$ cat src/rtl/dmem_arbiter_if.sv
// rtl/dmem_arbiter_if.sv - requester, memory and status bundle for dmem_arbiter
//
// Purpose: groups both requester handshakes, the DataMem port and the
// arbiter status outputs so the arbiter and its surroundings connect through
// one object.
//
// Signals:
//   req0/we0/addr0/wdata0  port 0 (CPU) request, level until ack0
//   ack0/rdata0            port 0 one-cycle completion pulse and load result
//   req1/we1/addr1/wdata1  port 1 (DMA/debug) request, level until ack1
//   ack1/rdata1            port 1 completion pulse and load result
//   mem_addr/mem_we/mem_wdata  drive the DataMem instance
//   mem_rdata              combinational read data back from DataMem
//   busy                   arbiter is not idle
//   grant_id               port owning the current (or last) access
//
// Modports: slave = the arbiter, master = requesters plus DataMem side.

interface dmem_arbiter_if #(
    parameter int ADDR_W = 32,
    parameter int DATA_W = 32
);
    logic              req0;
    logic              we0;
    logic [ADDR_W-1:0] addr0;
    logic [DATA_W-1:0] wdata0;
    logic              ack0;
    logic [DATA_W-1:0] rdata0;

    logic              req1;
    logic              we1;
    logic [ADDR_W-1:0] addr1;
    logic [DATA_W-1:0] wdata1;
    logic              ack1;
    logic [DATA_W-1:0] rdata1;

    logic [ADDR_W-1:0] mem_addr;
    logic              mem_we;
    logic [DATA_W-1:0] mem_wdata;
    logic [DATA_W-1:0] mem_rdata;

    logic              busy;
    logic              grant_id;

    modport slave (
        input  req0, we0, addr0, wdata0,
        input  req1, we1, addr1, wdata1,
        input  mem_rdata,
        output ack0, rdata0, ack1, rdata1,
        output mem_addr, mem_we, mem_wdata,
        output busy, grant_id
    );

    modport master (
        output req0, we0, addr0, wdata0,
        output req1, we1, addr1, wdata1,
        output mem_rdata,
        input  ack0, rdata0, ack1, rdata1,
        input  mem_addr, mem_we, mem_wdata,
        input  busy, grant_id
    );
endinterface

$ cat src/rtl/dmem_arbiter.sv
// rtl/dmem_arbiter.sv - two-port arbiter in front of a single-ported DataMem
//
// Purpose: shares one data memory between the CPU load/store path (port 0)
// and the DMA/debug loader (port 1). A winner's request is latched in IDLE,
// exactly one memory access is driven in ACCESS, and a one-cycle ack with a
// registered load result is returned in RESP. One access every 3 cycles.
//
// Ports:
//   clk   system clock, all state changes on the rising edge
//   rst   synchronous active-high reset
//   bus   dmem_arbiter_if.slave: requester handshakes, DataMem port,
//         busy and grant_id status
//
// Parameters:
//   ADDR_W     address width passed through to memory
//   DATA_W     data width
//   PRIO_MODE  0 = round-robin, 1 = fixed priority with port 0 winning

module dmem_arbiter #(
    parameter int ADDR_W    = 32,
    parameter int DATA_W    = 32,
    parameter int PRIO_MODE = 0
) (
    input  logic          clk,
    input  logic          rst,
    dmem_arbiter_if.slave bus
);
    localparam bit FIXED_PRIO = (PRIO_MODE == 1);

    typedef enum logic [1:0] {
        IDLE   = 2'd0,
        ACCESS = 2'd1,
        RESP   = 2'd2
    } state_t;

    state_t            state;
    logic              rr_last;
    logic              lat_we;
    logic [ADDR_W-1:0] lat_addr;
    logic [DATA_W-1:0] lat_wdata;

    logic              any_req;
    logic              winner;
    logic              win_we;
    logic [ADDR_W-1:0] win_addr;
    logic [DATA_W-1:0] win_wdata;

    // Arbitration only matters on a tie; a lone requester always wins.
    always_comb begin
        any_req = bus.req0 | bus.req1;
        winner  = 1'b0;
        if (bus.req0 && bus.req1) begin
            winner = FIXED_PRIO ? 1'b0 : ~rr_last;
        end else if (bus.req1) begin
            winner = 1'b1;
        end
    end

    assign win_we    = winner ? bus.we1    : bus.we0;
    assign win_addr  = winner ? bus.addr1  : bus.addr0;
    assign win_wdata = winner ? bus.wdata1 : bus.wdata0;

    // Memory side is driven straight from the latched fields so address and
    // data simply hold their last values between accesses. Gating the write
    // with rst keeps an access aborted by reset from committing.
    assign bus.mem_addr  = lat_addr;
    assign bus.mem_wdata = lat_wdata;
    assign bus.mem_we    = (state == ACCESS) & lat_we & ~rst;

    always_ff @(posedge clk) begin
        if (rst) begin
            state        <= IDLE;
            rr_last      <= 1'b1;
            lat_we       <= 1'b0;
            lat_addr     <= '0;
            lat_wdata    <= '0;
            bus.ack0     <= 1'b0;
            bus.ack1     <= 1'b0;
            bus.rdata0   <= '0;
            bus.rdata1   <= '0;
            bus.busy     <= 1'b0;
            bus.grant_id <= 1'b0;
        end else begin
            case (state)
                IDLE: begin
                    bus.ack0 <= 1'b0;
                    bus.ack1 <= 1'b0;
                    if (any_req) begin
                        lat_we       <= win_we;
                        lat_addr     <= win_addr;
                        lat_wdata    <= win_wdata;
                        bus.grant_id <= winner;
                        rr_last      <= winner;
                        bus.busy     <= 1'b1;
                        state        <= ACCESS;
                    end
                end

                ACCESS: begin
                    // The memory read is combinational, so the data seen here
                    // belongs to lat_addr; stores leave rdata untouched.
                    if (!lat_we) begin
                        if (bus.grant_id) begin
                            bus.rdata1 <= bus.mem_rdata;
                        end else begin
                            bus.rdata0 <= bus.mem_rdata;
                        end
                    end
                    bus.ack0 <= ~bus.grant_id;
                    bus.ack1 <= bus.grant_id;
                    state    <= RESP;
                end

                RESP: begin
                    // Requests are deliberately not sampled here; a request
                    // still high next cycle is taken as a fresh one.
                    bus.ack0 <= 1'b0;
                    bus.ack1 <= 1'b0;
                    bus.busy <= 1'b0;
                    state    <= IDLE;
                end

                default: begin
                    bus.ack0 <= 1'b0;
                    bus.ack1 <= 1'b0;
                    bus.busy <= 1'b0;
                    state    <= IDLE;
                end
            endcase
        end
    end
endmodule

$ cat src/flat_wrapper.sv
// flat-port wrapper written by rule: the top's interface ports become plain ports
module dmem_arbiter_flat 
#(
    parameter int ADDR_W    = 32,
    parameter int DATA_W    = 32,
    parameter int PRIO_MODE = 0
)
  (clk, rst, bus_req0, bus_we0, bus_addr0, bus_wdata0, bus_req1, bus_we1, bus_addr1, bus_wdata1, bus_mem_rdata, bus_ack0, bus_rdata0, bus_ack1, bus_rdata1, bus_mem_addr, bus_mem_we, bus_mem_wdata, bus_busy, bus_grant_id);
  dmem_arbiter_if #(.ADDR_W(ADDR_W), .DATA_W(DATA_W)) bus_i ();
  input  logic clk;
  input  logic rst;
  input wire logic [$bits(bus_i.req0)-1:0] bus_req0;
  input wire logic [$bits(bus_i.we0)-1:0] bus_we0;
  input wire logic [$bits(bus_i.addr0)-1:0] bus_addr0;
  input wire logic [$bits(bus_i.wdata0)-1:0] bus_wdata0;
  input wire logic [$bits(bus_i.req1)-1:0] bus_req1;
  input wire logic [$bits(bus_i.we1)-1:0] bus_we1;
  input wire logic [$bits(bus_i.addr1)-1:0] bus_addr1;
  input wire logic [$bits(bus_i.wdata1)-1:0] bus_wdata1;
  input wire logic [$bits(bus_i.mem_rdata)-1:0] bus_mem_rdata;
  output wire logic [$bits(bus_i.ack0)-1:0] bus_ack0;
  output wire logic [$bits(bus_i.rdata0)-1:0] bus_rdata0;
  output wire logic [$bits(bus_i.ack1)-1:0] bus_ack1;
  output wire logic [$bits(bus_i.rdata1)-1:0] bus_rdata1;
  output wire logic [$bits(bus_i.mem_addr)-1:0] bus_mem_addr;
  output wire logic [$bits(bus_i.mem_we)-1:0] bus_mem_we;
  output wire logic [$bits(bus_i.mem_wdata)-1:0] bus_mem_wdata;
  output wire logic [$bits(bus_i.busy)-1:0] bus_busy;
  output wire logic [$bits(bus_i.grant_id)-1:0] bus_grant_id;
  assign bus_i.req0 = bus_req0;
  assign bus_i.we0 = bus_we0;
  assign bus_i.addr0 = bus_addr0;
  assign bus_i.wdata0 = bus_wdata0;
  assign bus_i.req1 = bus_req1;
  assign bus_i.we1 = bus_we1;
  assign bus_i.addr1 = bus_addr1;
  assign bus_i.wdata1 = bus_wdata1;
  assign bus_i.mem_rdata = bus_mem_rdata;
  assign bus_ack0 = bus_i.ack0;
  assign bus_rdata0 = bus_i.rdata0;
  assign bus_ack1 = bus_i.ack1;
  assign bus_rdata1 = bus_i.rdata1;
  assign bus_mem_addr = bus_i.mem_addr;
  assign bus_mem_we = bus_i.mem_we;
  assign bus_mem_wdata = bus_i.mem_wdata;
  assign bus_busy = bus_i.busy;
  assign bus_grant_id = bus_i.grant_id;
  dmem_arbiter #(.ADDR_W(ADDR_W), .DATA_W(DATA_W), .PRIO_MODE(PRIO_MODE)) u_core (.clk(clk), .rst(rst), .bus(bus_i));
endmodule
$ cat config.mk
export PLATFORM = sky130hd
export DESIGN_NAME = dmem_arbiter_flat
export DESIGN_NICKNAME = d
export VERILOG_FILES = /design/src/rtl/dmem_arbiter_if.sv /design/src/rtl/dmem_arbiter.sv /design/src/flat_wrapper.sv
export SDC_FILE = /design/constraint.sdc
export NUM_CORES = 1
export LEC_CHECK = 0
export BUFFER_PORTS_ARGS = -buffer_cell sky130_fd_sc_hd__buf_2
export CORE_AREA = 2 2 118 120
export DETAILED_ROUTE_END_ITERATION = 10
export DIE_AREA = 0 0 120 122
export GPL_TIMING_DRIVEN = 0
export PLACE_DENSITY_LB_ADDON = 0.25
export SYNTH_ARGS = -nofsm -noshare
export SYNTH_HDL_FRONTEND = slang
export SYNTH_SLANG_ARGS = --single-unit
$ cat constraint.sdc
create_clock -name clk -period 1.6 [get_ports clk]
set_input_delay 0.08 -clock clk [delete_from_list [all_inputs] [get_ports clk]]
set_output_delay 0.08 -clock clk [all_outputs]
set_load 0.01 [all_outputs]
; Word-level counts from Yosys, hierarchy flattened
; Cells that the tools add are included.
[word_totals]
register_bits = 136
output_inout_bits = 133
[op_classes]
eq_ne = 2
n_mux = 9
bitwise_logic = 8
reduce_logical = 7
[ops]
columns = operator, count
row1 = $mux 32, 2
row2 = $reduce_and 3->1, 2
row3 = $not 1->1, 5
row4 = $mux 1, 4
row5 = $pmux 2 s2, 1
row6 = $reduce_and 2->1, 2
row7 = $and 1x1->1, 2
row8 = $eq 2x1->1 const B, 1
row9 = $logic_not 2->1, 1
row10 = $mux 2, 1
row11 = $ne 2x1->1 const B, 1
row12 = $pmux 1 s2, 1
row13 = $reduce_or 2->1, 1
row14 = $logic_and 1x1->1, 1
row15 = $or 1x1->1, 1

; Depth between registers and ports, before layout
[logic_depth]
depth_word = 3
depth_mapped = 6
mapped_depth_nobuf = 3

; Least setup slack after synthesis
; OpenSTA, ideal clock, no wires.
[synth_path]
kind = register to register
from = register u_core.bus.grant_id
to = register u_core.bus.rdata0[10]
arrival_time_ns = 1.256
path_slack_ns = 0.211
path_stages_with_launch = 6
n_path_buf = 2
synth_period_minus_slack_ns = 1.389
cell_sequence = dfxtp_1 or4b_1 buf_2 buf_6 nand2_1 a21oi_1
[synth_between]
elab_chain_cells = 2
[synth_rtl]
columns = item, line
row1 = from (decl), dmem_arbiter_if.sv:51  ; output busy, grant_id
row2 = from (signal assigned), dmem_arbiter.sv:92  ; bus.grant_id <= winner;
row3 = $not 1->1, -
row4 = $reduce_and 3->1 (no line), -
row5 = to (signal assigned), dmem_arbiter.sv:106  ; bus.rdata0 <= bus.mem_rdata;
row6 = to (decl), dmem_arbiter_if.sv:49  ; output ack0, rdata0, ack1, rdata1,
; No other way between the ends.
; A chain may end at the register's enable or synchronous reset.

; Worst setup path in the final report
[layout_path]
from = register u_core.rr_last
to = register u_core.lat_wdata[16], in the netlist u_core.bus.mem_wdata[16]
[layout_between]
elab_chain_cells = 3
[layout_rtl]
columns = item, line
row1 = from (decl), dmem_arbiter.sv:37  ; logic rr_last;
row2 = from (signal assigned), dmem_arbiter.sv:93  ; rr_last <= winner;
row3 = $not 1->1, dmem_arbiter.sv:53  ; winner = FIXED_PRIO ? 1'b0 : ~rr_last;
row4 = $mux 1, dmem_arbiter.sv:52  ; if (bus.req0 && bus.req1) begin
row5 = $mux 32, dmem_arbiter.sv:61  ; assign win_wdata = winner ? bus.wdata1 : bus.wdata0;
row6 = to (signal assigned), dmem_arbiter.sv:91  ; lat_wdata <= win_wdata;
row7 = to (decl), dmem_arbiter.sv:40  ; logic [DATA_W-1:0] lat_wdata;
; No other way between the ends.

==> results.py <==
metrics = {
    "run_status": {
        "status": "finished, final reports clean",
    },
    "timing": {
        "slew_headroom_pct": 63.40,
        "fin_setup_tns_ns": 0,
        "whs_ns": 0.08149,
        "fmax_mhz": 661.5,
        "fin_crit_sh_pct": 94.49,
        "worst_pin_slew_ns": 0.5489,
        "finalHoldViolCount": 0,
        "fin_skew_ns": 0.007958,
        "setup_violations": 0,
        "layout_setup_ws_ns": 0.08823,
        "drv_slew": 0,
        "fin_crit_ns": 1.512,
    },
    "synthesis": {
        "yosysUniqueCellTypes": 25,
        "syn_area_per_cell_um2": 7.963,
        "synth_mux_area_share_pct": 0,
        "yosysSeqAreaShare_pct": 50.43,
        "synthAdderAreaFrac_pct": 0,
        "ys_ff_latch": 136,
        "synth_simple_gate_area_share_pct": 20.30,
        "syn_area_mm2": 0.005399,
        "synthesis.instances": 678,
        "synth_compound_area_share_pct": 23.27,
        "synthXorXnorAreaFrac_pct": 0,
        "yosys_warnings": 0,
        "synth_top_family_by_area": "compound AO/OA/AOI/OAI gates",
        "synth.net_count": 844,
    },
    "placed_design": {
        "place_area_mm2": 0.007111,
        "place.gp.congestion": 0.8497,
        "dp_hpwl_um": 13230,
        "io_buffers": 297,
        "dp_cells": 1155,
        "place_ws_ns": -0.04964,
    },
    "setup_path": {
        "rr_worst_depth": 4,
        "rrSetupSlack_ns": 0.09,
        "cp_slowest_cell": "clkbuf_1",
        "endpoint_kind": "register",
        "start_kind": "register",
        "slowest_delay_ns": 0.39,
        "crit_path_cell_trace": "a21bo_1 > clkbuf_1 > nand2_1 > a311oi_1",
        "cp.required_ns": 1.91,
        "r2r-start": "u_core.rr_last$_SDFFE_PP1P_",
        "crit_buf_inv": 1,
        "crit_family": "compound AO/OA/AOI/OAI gates",
        "worstPathArrival_ns": 1.82,
        "r2r-end": "u_core.bus.mem_wdata[16]$_SDFFE_PP0P_",
        "path_class": "reg -> reg",
        "cp_max_fo": 10,
    },
    "routing": {
        "postRouteAntennaNets": 0,
        "wirelength_um": 22120,
        "first_pass_iters": 5,
        "drc_errors": 0,
        "vias_per_cell": 5.265,
        "routedWlPerCell_um": 16.41,
        "drt-initial-drc-count": 443,
        "num_vias": 7097,
    },
    "power": {
        "powerDensity_mw_per_mm2": 1056,
        "ir_drop_uv": 616.3,
        "power_mw": 9.953,
        "p_leak_nw": 4.331,
    },
    "grt": {
        "grt_use_total_pct": 28.88,
        "gr-total-overflow": 0,
        "grt_pass1_wl_um": 33530,
        "antenna_found_initial": 0,
        "grt_max_degree": 17,
        "grt_pass1_vias": 6911,
    },
    "floorplanning": {
        "core_mm2": 0.01350,
        "design.portCount": 299,
        "dieHeight_um": 122,
        "initial_core_util_pct": 39.98,
        "rows": 43,
        "die_area_mm2": 0.01464,
        "fp.dieW_um": 120,
    },
    "cts": {
        "cts_tree": "yes",
        "cts.path.max_buffers": 2,
        "clock_latency_ns": 0.43,
        "cts_max_level": 4,
        "cts_num_sinks": 136,
        "cts-root-buf": "clkbuf_16",
        "path_clk_slew_ns": 0.06,
        "cts_buffers": 17,
    },
    "worst_hold_path": {
        "hold_path_startpoint": "bus_req1",
        "hp-class": "in -> reg",
        "holdPathEnd": "u_core.bus.grant_id$_SDFFE_PP0P_",
        "holdPathStages": 4,
    },
    "final_layout": {
        "syn2layout_area_growth_pct": 74.58,
        "final_common_cell": "buf_2",
        "nets": 1322,
        "postLayoutCoreUtil_pct": 69.80,
        "layout_common_cells": "buf_2 (320), nand2_1 (259), dlygate4sd3_1 (162)",
        "stdcell_area_mm2": 0.009425,
        "layout-drive-gt1-share_pct": 32.71,
        "antenna_cells": 0,
        "post_layout_nonfiller_instances": 1348,
    },
    "run": {
        "cap_viol_max_count": 0,
    },
}
## worst max path at each step
| stage | startpoint | end | slack, ns | cells past startpoint |
|---|---|---|---|---|
| 2_1_floorplan | u_core.bus.grant_id$_SDFFE_PP0P_ | u_core.bus.rdata0[10]$_SDFFE_PP0P_ | 0.21 | 5 |
| 3_3_place_gp | u_core.state[1]$_SDFFE_PP0P_ | u_core.bus.mem_addr[16]$_SDFFE_PP0P_ | -0.05 | 5 |
| 3_5_place_dp | u_core.state[1]$_SDFFE_PP0P_ | u_core.bus.mem_addr[16]$_SDFFE_PP0P_ | -0.05 | 5 |
| 4_1_cts | u_core.state[1]$_SDFFE_PP0P_ | u_core.bus.mem_wdata[19]$_SDFFE_PP0P_ | -0.02 | 5 |
| 5_1_grt | u_core.bus.grant_id$_SDFFE_PP0P_ | u_core.bus.rdata1[24]$_SDFFE_PP0P_ | -0.008 | 5 |
| 6_report | u_core.rr_last$_SDFFE_PP1P_ | u_core.bus.mem_wdata[16]$_SDFFE_PP0P_ | 0.09 | 4 |
## cell families after synthesis
family | count (synthesis)
AND/OR/NAND/NOR | 276
AO/OA/AOI/OAI | 200
flip-flops | 136
buffers and inverters | 66
## power breakdown
part           switching (mW)  internal [mW]  total (mW)
Clock                    1.52           2.64        4.15
Sequential              0.161           3.66        3.82
Combinational            1.04          0.942        1.98
Total                    2.72           7.24        9.95
## Yosys cell counts
cell	number	area, um2
buf_2	37	185.2
a21oi_1	131	655.6
nand2b_1	1	6.260
and2_1	2	12.51
nor2b_1	1	6.260
clkbuf_1	21	78.83
a21bo_1	1	10.01
a21boi_2	1	11.26
a311oi_1	65	569.3
or2_1	2	12.51
nor2_1	3	11.26
buf_6	3	33.78
o21ai_0	2	10.01
nand4bb_1	1	11.26
and4bb_1	1	12.51
buf_1	3	11.26
nand2_1	259	972.2
nor3b_1	1	7.510
nor4b_2	1	15.01
nand3b_1	1	7.510
nor2_2	1	6.260
or4b_1	1	10.01
nand3_1	1	5.000
buf_4	2	15.01
dfxtp_1	136	2723
## area by class of cell
cell class | count | area (um2)
Clock buffer | 19 | 442.9
Clock inverter | 12 | 175.2
Sequential cell | 136 | 2725
Buffer | 66 | 365.4
Timing Repair Buffer | 459 | 3108
Tap cell | 180 | 225.2
Multi-Input combinational cell | 476 | 2384
Fill cell | 977 | 4079
## worst min-delay path, delay by kind of cell
family,cells,cell delay [ns]
and+or+nand+nor,1,0.06
buffers and inverters,1,0.10
AOI/OAI and AO/OA,2,0.20
## layer usage
layer / vias to the layer above / GRT usage [%] / part of all wire, %
met4: 0 / 16.84 / 4.8
li1: 3295 / - / -
met3: 107 / 7.491 / 7.8
met2: 391 / 50.00 / 49
met1: 3304 / 32.05 / 38
met5: - / 0 / 0
## registers in the layout, indices dropped and copies added (netlist names)
name / count
u_core.bus.ack0: 1
u_core.bus.ack1: 1
u_core.bus.busy: 1
u_core.bus.grant_id: 1
u_core.bus.mem_addr: 32
u_core.bus.mem_wdata: 32
u_core.bus.rdata0: 32
u_core.bus.rdata1: 32
u_core.lat_we: 1
u_core.rr_last: 1
u_core.state: 2
## repair_timing
| action | 4_1_cts | 5_1_grt |
|---|---|---|
| resized for setup | 2 | 31 |
| setup endpoints to repair | 24 | 83 |
| hold buffers | 162 | 0 |
| hold endpoints to repair | 129 | 0 |
| buffers inserted | 0 | 0 |
| pin swaps | 0 | 0 |
Power figures use the tool's default switching activity.
